--- config.mk ---
export PLATFORM = sky130hd
export DESIGN_NAME = decode_stage
export DESIGN_NICKNAME = d
export VERILOG_FILES = /design/src/rtl/mips_pkg.sv /design/src/rtl/instr_decoder.sv /design/src/rtl/decode_stage.sv
export SDC_FILE = /design/constraint.sdc
export NUM_CORES = 1
export LEC_CHECK = 0
export CORE_ASPECT_RATIO = 0.8
export CORE_MARGIN = 5
export CORE_UTILIZATION = 35
export DETAILED_ROUTE_END_ITERATION = 16
export PLACE_DENSITY = 0.65
export SLEW_MARGIN = 40
export SYNTH_ARGS = -nofsm -noshare
export SYNTH_HDL_FRONTEND = slang
export SYNTH_SLANG_ARGS = --single-unit
--- constraint.sdc ---
create_clock -name clk -period 2.37 [get_ports clk]
set_input_delay 0.474 -clock clk [delete_from_list [all_inputs] [get_ports clk]]
set_output_delay 0.474 -clock clk [all_outputs]
set_load 0.01 [all_outputs]
--- src/rtl/mips_pkg.sv ---
`default_nettype none
// ============================================================================
// Module      : mips_pkg
// Description : Shared MIPS definitions: opcode and funct encodings and the
//               instruction-buffer entry record used by the decode stage and
//               the control unit.
// Revision    : 1.0 - initial release
// ============================================================================
package mips_pkg;

    // Primary opcodes, instruction bits [31:26]
    localparam logic [5:0] c_OP_RTYPE = 6'h00;
    localparam logic [5:0] c_OP_J     = 6'h02;
    localparam logic [5:0] c_OP_JAL   = 6'h03;
    localparam logic [5:0] c_OP_BEQ   = 6'h04;
    localparam logic [5:0] c_OP_BNE   = 6'h05;
    localparam logic [5:0] c_OP_ADDI  = 6'h08;
    localparam logic [5:0] c_OP_SLTI  = 6'h0A;
    localparam logic [5:0] c_OP_ORI   = 6'h0D;
    localparam logic [5:0] c_OP_LUI   = 6'h0F;
    localparam logic [5:0] c_OP_LW    = 6'h23;
    localparam logic [5:0] c_OP_SW    = 6'h2B;

    // R-type function codes, instruction bits [5:0]
    localparam logic [5:0] c_FN_SLL   = 6'h00;
    localparam logic [5:0] c_FN_SRL   = 6'h02;
    localparam logic [5:0] c_FN_JR    = 6'h08;
    localparam logic [5:0] c_FN_ADD   = 6'h20;
    localparam logic [5:0] c_FN_SUB   = 6'h22;
    localparam logic [5:0] c_FN_AND   = 6'h24;
    localparam logic [5:0] c_FN_OR    = 6'h25;
    localparam logic [5:0] c_FN_SLT   = 6'h2A;

    // The PC field is sized for the widest supported PC; narrower PCs are
    // zero-extended on write and truncated on read.
    localparam int unsigned c_ENTRY_PC_W = 32;

    typedef struct packed {
        logic [31:0]             instr;
        logic [c_ENTRY_PC_W-1:0] pc;
    } entry_t;

endpackage
`default_nettype wire

--- src/rtl/instr_decoder.sv ---
`default_nettype none
// ============================================================================
// Module      : instr_decoder
// Description : Pure combinational MIPS field extraction and classification.
// Ports       : i_instr      - 32-bit instruction word
//               o_opcode .. o_addr26 - raw instruction fields
//               o_is_rtype/o_is_jump/o_is_branch/o_illegal - class flags
// Revision    : 1.0 - initial release
// ============================================================================
module instr_decoder
    import mips_pkg::*;
(
    input  logic [31:0] i_instr,
    output logic [5:0]  o_opcode,
    output logic [4:0]  o_rs,
    output logic [4:0]  o_rt,
    output logic [4:0]  o_rd,
    output logic [4:0]  o_shamt,
    output logic [5:0]  o_funct,
    output logic [15:0] o_imm16,
    output logic [25:0] o_addr26,
    output logic        o_is_rtype,
    output logic        o_is_jump,
    output logic        o_is_branch,
    output logic        o_illegal
);

    assign o_opcode = i_instr[31:26];
    assign o_rs     = i_instr[25:21];
    assign o_rt     = i_instr[20:16];
    assign o_rd     = i_instr[15:11];
    assign o_shamt  = i_instr[10:6];
    assign o_funct  = i_instr[5:0];
    assign o_imm16  = i_instr[15:0];
    assign o_addr26 = i_instr[25:0];

    assign o_is_rtype  = (o_opcode == c_OP_RTYPE);
    assign o_is_jump   = (o_opcode == c_OP_J)   || (o_opcode == c_OP_JAL);
    assign o_is_branch = (o_opcode == c_OP_BEQ) || (o_opcode == c_OP_BNE);

    always_comb begin
        o_illegal = 1'b1;
        case (o_opcode)
            c_OP_RTYPE: begin
                case (o_funct)
                    c_FN_SLL, c_FN_SRL, c_FN_JR, c_FN_ADD,
                    c_FN_SUB, c_FN_AND, c_FN_OR, c_FN_SLT: o_illegal = 1'b0;
                    default:                               o_illegal = 1'b1;
                endcase
            end
            c_OP_J, c_OP_JAL, c_OP_BEQ, c_OP_BNE, c_OP_ADDI, c_OP_SLTI,
            c_OP_ORI, c_OP_LUI, c_OP_LW, c_OP_SW:          o_illegal = 1'b0;
            default:                                       o_illegal = 1'b1;
        endcase
    end

endmodule
`default_nettype wire

--- src/rtl/decode_stage.sv ---
`default_nettype none
// ============================================================================
// Module      : decode_stage
// Description : Two-entry instruction buffer between fetch and execute with
//               combinational decode of the head entry.
// Ports       : clk, rst_n (async, active-low)
//               in_valid/in_ready/in_instr/in_pc   - fetch side handshake
//               flush                              - discard held entries
//               out_valid/out_ready/out_pc/out_instr - consumer handshake
//               opcode..addr26, is_* / illegal     - head entry decode
// Revision    : 1.0 - initial release
// ============================================================================
module decode_stage
    import mips_pkg::*;
#(
    parameter int PC_W = 30
)(
    input  logic            clk,
    input  logic            rst_n,
    input  logic            in_valid,
    input  logic [31:0]     in_instr,
    input  logic [PC_W-1:0] in_pc,
    output logic            in_ready,
    input  logic            flush,
    output logic            out_valid,
    input  logic            out_ready,
    output logic [PC_W-1:0] out_pc,
    output logic [31:0]     out_instr,
    output logic [5:0]      opcode,
    output logic [4:0]      rs,
    output logic [4:0]      rt,
    output logic [4:0]      rd,
    output logic [4:0]      shamt,
    output logic [5:0]      funct,
    output logic [15:0]     imm16,
    output logic [25:0]     addr26,
    output logic            is_jump,
    output logic            is_branch,
    output logic            is_rtype,
    output logic            illegal
);

    logic [1:0] r_count;
    logic       r_rd_ptr;
    logic       r_wr_ptr;
    entry_t     r_entry [2];

    logic       w_accept;
    logic       w_release;
    entry_t     w_in_entry;
    entry_t     w_head;
    logic [31:0] w_head_instr;
    logic       w_unused_pc;
    logic       w_dec_rtype;
    logic       w_dec_jump;
    logic       w_dec_branch;
    logic       w_dec_illegal;

    // Both handshakes depend only on registered occupancy, so out_ready never
    // reaches in_ready combinationally.
    assign in_ready  = (r_count != 2'd2);
    assign out_valid = (r_count != 2'd0);
    assign w_accept  = in_valid  && in_ready  && !flush;
    assign w_release = out_valid && out_ready && !flush;

    always_comb begin
        w_in_entry                = '0;
        w_in_entry.instr          = in_instr;
        w_in_entry.pc[PC_W-1:0]   = in_pc;
    end

    always_ff @(posedge clk or negedge rst_n) begin
        if (!rst_n) begin
            r_count    <= 2'd0;
            r_rd_ptr   <= 1'b0;
            r_wr_ptr   <= 1'b0;
            r_entry[0] <= '0;
            r_entry[1] <= '0;
        end else if (flush) begin
            r_count  <= 2'd0;
            r_rd_ptr <= 1'b0;
            r_wr_ptr <= 1'b0;
        end else begin
            // One-bit pointers wrap 1->0 by construction.
            if (w_accept) begin
                r_entry[r_wr_ptr] <= w_in_entry;
                r_wr_ptr          <= ~r_wr_ptr;
            end
            if (w_release) begin
                r_rd_ptr <= ~r_rd_ptr;
            end
            case ({w_accept, w_release})
                2'b10:   r_count <= r_count + 2'd1;
                2'b01:   r_count <= r_count - 2'd1;
                default: r_count <= r_count;
            endcase
        end
    end

    // Everything presented downstream is forced to zero when the head is empty,
    // including the flags (a zero word would otherwise decode as SLL).
    assign w_head       = r_entry[r_rd_ptr];
    assign w_head_instr = out_valid ? w_head.instr : 32'd0;
    assign out_instr    = w_head_instr;
    assign out_pc       = out_valid ? w_head.pc[PC_W-1:0] : '0;
    assign w_unused_pc  = ^w_head.pc;

    instr_decoder u_decoder (
        .i_instr     (w_head_instr),
        .o_opcode    (opcode),
        .o_rs        (rs),
        .o_rt        (rt),
        .o_rd        (rd),
        .o_shamt     (shamt),
        .o_funct     (funct),
        .o_imm16     (imm16),
        .o_addr26    (addr26),
        .o_is_rtype  (w_dec_rtype),
        .o_is_jump   (w_dec_jump),
        .o_is_branch (w_dec_branch),
        .o_illegal   (w_dec_illegal)
    );

    assign is_rtype  = out_valid && w_dec_rtype;
    assign is_jump   = out_valid && w_dec_jump;
    assign is_branch = out_valid && w_dec_branch;
    assign illegal   = out_valid && w_dec_illegal;

endmodule
`default_nettype wire

* After elaboration in Yosys (flattened, before gate mapping)
Index checks and enable logic that the tools add are counted.
** Cells by class
- Add/subtract/negate cells :: 2
- $lt $le $gt $ge :: 3
- Mux-type cells :: 16
- Reductions and logical operators :: 21
- Bitwise logic cells :: 5
- Equal/unequal tests :: 20
** Operators by type and width (number)
- 2-to-1 mux 64 bit :: 4
- bitwise mux 128 bit :: 1
- demux 64 bit (select 1 bit) :: 1
- == test 6 bit, second input constant :: 7
- 2-to-1 mux 32 bit :: 1
- == test 6 x 4 -> 1 bit, second input constant :: 5
- 2-to-1 mux 30 bit :: 1
- == test 6 x 2 -> 1 bit, second input constant :: 3
- == test 6 x 3 -> 1 bit, second input constant :: 2
- logical NOT 6 bit :: 2
- OR reduction 10 bit :: 1
- logical AND 1 bit :: 9
- OR reduction 8 bit :: 1
- nonzero test 2 bit :: 3
- 2-to-1 mux 1 bit :: 5
- greater-or-equal comparator 2 bit, second input constant :: 2
- NOT 1 -> 2 bit :: 2
- one-hot mux 2 bit (2 select lines) :: 1
- NOT 1 bit :: 3
- nonzero test 3 bit :: 1
- adder 2 x 1 -> 2 bit, second input constant :: 1
- == test 2 x 1 -> 1 bit, second input constant :: 1
- == test 2 bit, second input constant :: 1
- logical OR 1 bit :: 2
- other kinds (7) :: 7
** Word-level totals
- Word-level logic and storage cells :: 74
- Output and inout port bits :: 142
- Input port bits :: 67
- Bits in registers :: 132

* Depth between registers and ports, before layout
- Depth in word-level cells :: 10
- Depth in mapped cells :: 7
- Depth with buffers taken out :: 7

* By module
Synthesis repeated with hierarchy kept, for this count alone.
** Second synthesis, totals
- Cell total of the unflattened synthesis :: 520
- Area, all modules :: 6470.0 sq um
** Modules (own cells, without submodules)
- decode_stage :: cells each 427, instances 1, area an instance 5793.1 sq um, seq. area each 3203.1 sq um
- instr_decoder :: cells each 93, instances 1, area an instance 676.9 sq um, seq. area each 0.0 sq um

* Worst setup path before layout
Ideal clock, no wire load.
- Path type :: register to output
- Start point :: reg r_rd_ptr
- End point :: out illegal
- Path buffers :: 2
- Cell stages (with the launch flop) :: 8
- Data arrival time :: 1.672 ns
- Required time :: 1.896 ns
- Path slack :: 0.224 ns
- Path through :: dfrtp_1 -> buf_6 -> buf_6 -> mux2i_1 -> nor2_1 -> xnor2_1 -> o2bb2ai_1 -> a211oi_1
** On the way
- Word-level cells in the longest chain between the ends :: 10
- Elaborated cells between the ends (all ways) :: 29
- Classes of those cells :: eq/ne: 17; mux: 6; bitwise: 1; reduce/logical: 5
** Ends and longest elaborated chain
- start: declaration :: line decode_stage.sv:44 : logic r_rd_ptr;
- start signal: assignment :: line decode_stage.sv:90 : r_rd_ptr <= ~r_rd_ptr;
- NOT 1 -> 2 bit (implied by the code) * :: line decode_stage.sv:102 : assign w_head = r_entry[r_rd_ptr];
- 2-to-1 mux 64 bit (implied by the code) * (3 in a row) :: line decode_stage.sv:102
- 2-to-1 mux 32 bit * :: line decode_stage.sv:103 : assign w_head_instr = out_valid ? w_head.instr : 32'd0;
- named net addr26[5] :: line decode_stage.sv:36 : output logic [25:0] addr26,
- == test 6 x 2 -> 1 bit (tied with other cells) :: line instr_decoder.sv:45 : case (o_funct)
- OR reduction 8 bit * :: line instr_decoder.sv:45
- 2-to-1 mux 1 bit * :: line instr_decoder.sv:45
- one-hot mux 1 bit (2 select lines) * :: line instr_decoder.sv:43 : case (o_opcode)
- logical AND 1 bit * :: line decode_stage.sv:127 : assign illegal = out_valid && w_dec_illegal;
- end: declaration :: line decode_stage.sv:40 : output logic illegal
The timed path passes the listed nets; every way through them passes the cells marked *. The select of a mux whose other input is x is not followed.

* Worst setup path in the final report
- Start point :: reg r_rd_ptr
- End point :: out illegal
** On the way
- Word-level cells in the longest chain between the ends :: 10
- Elaborated cells between the ends (all ways) :: 29
- Classes of those cells :: eq/ne: 17; mux: 6; bitwise: 1; reduce/logical: 5
** Ends and longest elaborated chain (line)
- NOT 1 -> 2 bit (implied by the code) * :: decode_stage.sv:102
- 2-to-1 mux 64 bit (implied by the code) * (3 in a row) :: decode_stage.sv:102
- 2-to-1 mux 32 bit * :: decode_stage.sv:103
- == test 6 x 2 -> 1 bit (tied with other cells) :: instr_decoder.sv:45
- OR reduction 8 bit :: instr_decoder.sv:45
- 2-to-1 mux 1 bit :: instr_decoder.sv:45
- one-hot mux 1 bit (2 select lines) * :: instr_decoder.sv:43
- logical AND 1 bit * :: decode_stage.sv:127
Mark *: on every way between the ends. The rest lies on a longest branch, timed or not. The select of a mux whose other input is x is not followed.

==> impl_results.html <==
<table>
<tr><th>Metric</th><th>Value</th></tr>
<tr><th colspan="2">Critical path</th></tr>
<tr><td>FF-to-FF setup slack</td><td>0.49 ns</td></tr>
<tr><td>Reg2Reg Depth</td><td>7</td></tr>
<tr><td>Launch point of the worst reg-to-reg path</td><td>r_count[0]</td></tr>
<tr><td>Element type at the critical path end</td><td>output pin</td></tr>
<tr><td>Maximum net fanout on the critical path</td><td>6</td></tr>
<tr><td>Capture point of the worst reg-to-reg path</td><td>r_entry[43]</td></tr>
<tr><td>Required time of the worst setup path</td><td>1.90 ns</td></tr>
<tr><td>Startpoint type of the worst setup path</td><td>flop</td></tr>
<tr><td>Launch point of the worst path</td><td>r_rd_ptr</td></tr>
<tr><td>Type of the worst setup path</td><td>reg2out</td></tr>
<tr><td>Data arrival time of the critical path</td><td>2.16 ns</td></tr>
<tr><th colspan="2">Final layout</th></tr>
<tr><td>Most frequent cells in the layout</td><td>125 x dfrtp_1, 78 x mux2_2, 66 x clkdlybuf4s50_1</td></tr>
<tr><td>Total of fill cells in the finished design</td><td>1635</td></tr>
<tr><td>Design Area, Final</td><td>9270 µm²</td></tr>
<tr><td>Total Nets Final</td><td>774</td></tr>
<tr><td>Leading cell type in the layout, fill and taps excluded</td><td>dfrtp_1</td></tr>
<tr><td>Share of layout cells above drive strength 1</td><td>41.4%</td></tr>
<tr><td>Antenna diode count</td><td>0</td></tr>
<tr><td>Layout overhead on the synthesized area</td><td>43.5%</td></tr>
<tr><th colspan="2">Synthesis</th></tr>
<tr><td>Post-synthesis cell area</td><td>6460 µm²</td></tr>
<tr><td>Post-synth top area share</td><td>49.6%</td></tr>
<tr><td>Number of register bits inferred by synthesis</td><td>128</td></tr>
<tr><td>Post-synth net total</td><td>583</td></tr>
<tr><td>Most used DFF post-synth</td><td>dfrtp_1</td></tr>
<tr><td>Yosys warning count</td><td>0</td></tr>
<tr><td>Top area cells in the synthesized netlist</td><td>dfrtp_1 50%, mux2_2 14%, mux2i_1 9.6%</td></tr>
<tr><td>Count of distinct cell types in the synthesized netlist</td><td>32</td></tr>
<tr><td>Part of the Yosys area used for sequential elements</td><td>49.6%</td></tr>
<tr><td>Mapped Avg Cell Area</td><td>12.5 µm²</td></tr>
<tr><td>Top cell type by total area after synthesis</td><td>dfrtp_1</td></tr>
<tr><td>Post-synth ARST share</td><td>100%</td></tr>
<tr><td>Number of synthesized flops with an enable pin</td><td>0</td></tr>
<tr><td>Cells after synthesis</td><td>516</td></tr>
<tr><th colspan="2">Clocking</th></tr>
<tr><td>CTS H-tree depth</td><td>4</td></tr>
<tr><td>Num CTS Buffers</td><td>17</td></tr>
<tr><td>Clock input transition at the sequential cells of the worst setup and hold paths</td><td>0.05 ns</td></tr>
<tr><td>Clock Latency Late Sink</td><td>0.41 ns</td></tr>
<tr><td>TritonCTS clock tree</td><td>yes</td></tr>
<tr><td>Buffer type at the clock tree root</td><td>clkbuf_16</td></tr>
<tr><td>Sink count of the clock tree</td><td>128</td></tr>
<tr><td>Clk buf depth</td><td>2</td></tr>
<tr><td>Count of hold buffers inserted by post-cts repair</td><td>0</td></tr>
<tr><th colspan="2">Pwr</th></tr>
<tr><td>Switch share</td><td>29.2%</td></tr>
<tr><td>Clock power frac</td><td>30.5%</td></tr>
<tr><td>Comb pwr share</td><td>29.9%</td></tr>
<tr><td>Pwr Density</td><td>860 nW/µm²</td></tr>
<tr><td>Peak ir drop on the vdd network</td><td>0.000495 V</td></tr>
<tr><td>Static leakage power</td><td>0.00422 µW</td></tr>
<tr><td>Internal power summed over all cells</td><td>5650 µW</td></tr>
<tr><td>Switching power</td><td>2320 µW</td></tr>
<tr><td>Flop pwr share</td><td>39.5%</td></tr>
<tr><th colspan="2">Run status</th></tr>
<tr><td>Failing checks</td><td>negative setup slack</td></tr>
<tr><td>Run status</td><td>finished with violations</td></tr>
<tr><th colspan="2">STA</th></tr>
<tr><td>Top achievable clock speed</td><td>379 MHz</td></tr>
<tr><td>Final setup fails</td><td>8</td></tr>
<tr><td>Post-route fraction of the period consumed by the critical path</td><td>111%</td></tr>
<tr><td>Min cycle time layout</td><td>2.64 ns</td></tr>
<tr><td>Setup slack of the critical path after layout</td><td>-0.266 ns</td></tr>
<tr><td>RSZ-0062 raised after global routing</td><td>yes</td></tr>
<tr><td>Final Hold Violating Endpoints</td><td>0</td></tr>
<tr><td>Number of pins exceeding their max-slew limit in the final report</td><td>0</td></tr>
<tr><td>Transition at the pin with the smallest max-transition slack</td><td>0.608 ns</td></tr>
<tr><td>Worst relative slew slack</td><td>59.5%</td></tr>
<tr><td>Clock skew</td><td>0.00798 ns</td></tr>
<tr><th colspan="2">Floorplanning</th></tr>
<tr><td>I/O Pins</td><td>209</td></tr>
<tr><td>Effective utilization at floorplan</td><td>35.6%</td></tr>
<tr><td>Die height</td><td>132 µm</td></tr>
<tr><td>DIE AREA</td><td>21300 µm²</td></tr>
<tr><td>Standard cell core area</td><td>18200 µm²</td></tr>
<tr><td>Die span in x</td><td>162 µm</td></tr>
<tr><td>Core Rows</td><td>44</td></tr>
<tr><th colspan="2">Detailed routing</th></tr>
<tr><td>Avg WL per Cell</td><td>17.4 µm</td></tr>
<tr><td>Count of vias placed by the detailed router</td><td>4483</td></tr>
<tr><td>Drt via density</td><td>4.72</td></tr>
<tr><td>ANT nets after route</td><td>0</td></tr>
<tr><td>Drt first pass iters</td><td>4</td></tr>
<tr><td>Remaining design rule violation count</td><td>0</td></tr>
<tr><td>Wire length after detailed routing</td><td>16.5 mm</td></tr>
<tr><td>Number of DRC markers after the initial detailed-route iteration</td><td>149</td></tr>
<tr><th colspan="2">Flow run</th></tr>
<tr><td># Max-Cap Violations</td><td>0</td></tr>
<tr><th colspan="2">Worst hold path</th></tr>
<tr><td>Tightest Hold Check Type</td><td>in2async</td></tr>
<tr><th colspan="2">Global route</th></tr>
<tr><td>First-pass GRT wire length</td><td>26.2 mm</td></tr>
<tr><td>Grt ovf</td><td>0</td></tr>
<tr><td>Pin count of the biggest net entering global routing</td><td>47</td></tr>
<tr><td>Via count of the first global-routing pass</td><td>4938</td></tr>
<tr><td>Number of antenna violations at the first check in global routing</td><td>1</td></tr>
<tr><td>Global-route usage over all layers</td><td>15.2%</td></tr>
<tr><th colspan="2">Placement</th></tr>
<tr><td>Final HPWL from detailed placement</td><td>11.6 mm</td></tr>
<tr><td>Place WS</td><td>-0.291 ns</td></tr>
<tr><td>Instance area after placement</td><td>8460 µm²</td></tr>
<tr><td>Final GP Congestion</td><td>0.834</td></tr>
<tr><td>Count of buffers from port buffering</td><td>208</td></tr>
</table>
==> per-layer routing <==
layer	global-route usage (%)	vias to the layer above	wire length [µm]
li1	-	2076	-
met1	18.9	2266	7280
met2	24.8	130	7850
met3	6.67	9	1290
met4	2.77	2	51
met5	0	-	13
==> cell usage after synthesis, drive strengths merged, types with 3 or more instances <==
library cell / n
mux2: 125
dfrtp: 128
xnor2: 3
buf: 100
nor2: 69
mux2i: 62
nand2: 4
==> worst max-delay path by stage <==
stage | depth (start not counted) | to | slack (ns)
floorplan | 7 | illegal | 0.22
global placement | 7 | illegal | -0.27
detailed placement | 7 | illegal | -0.29
CTS | 9 | illegal | -0.27
global route | 8 | illegal | -0.31
finish | 7 | illegal | -0.27
==> power by group through the flow <==
stage / logic [µW] / clock network [µW] / registers (µW)
final: 2390 / 2440 / 3150
after detailed placement: 2350 / 0 / 3140
after global routing: 2590 / 2610 / 3220
after CTS: 2270 / 2500 / 3120
after global placement: 2290 / 0 / 3110
after floorplan: 1460 / 0 / 3030
==> final cells by class <==
class,instances,area [µm²],area share (%)
clock buffer,22,474,5.11
clock inverter,10,86.3,0.931
inverter,2,7.51,0.0809
multi-input combinational,287,2780,30.0
sequential,128,3210,34.6
tap,230,288,3.10
timing repair buffer,271,2430,26.2
==> what timing repair did <==
item / in CTS / in global routing
endpoints found under the setup margin: 140 / 121
resized for setup: 285 / 144
pin swaps: 17 / 10
setup buffers: 16 / 11
gates cloned: 1 / 2
==> state kept, by name, summed over array words and instances (netlist names) <==
register,cells
r_entry,124
r_wr_ptr,1
r_count,2
r_rd_ptr,1
==> cell families after synthesis <==
family | Yosys count | synth area share, %
AOI/OAI and AO/OA | 9 | 0.987
xor gates and xnor gates | 5 | 0.678
buffers and inverters | 102 | 11.6
and+or+nand+nor | 85 | 5.77
DFF | 128 | 49.6
muxes | 187 | 31.4
==> stage by stage <==
stage               cells  utilization, %  TNS, ns  hold slack, ns  power (µW)
floorplan             516               -        0           0.178        4500
global placement      892            46.6   -0.663           0.466        5400
detailed placement    892            46.6    -1.10           0.474        5490
CTS                   940            50.1    -2.24          0.0793        7900
global route          950            51.0    -2.78          0.0982        8420
finish                950            51.0   -0.897          0.0731        7970
==> worst max-delay path, cell delays in order, from the launching register on <==
cell,delay [ns]
dfrtp_4,0.52
buf_8,0.17
mux2i_2,0.19
nor2_2,0.09
nor4_2,0.34
nor2b_2,0.21
a211oi_2,0.07
buf_2,0.15
No activity file was read; power rests on OpenSTA's default activity.
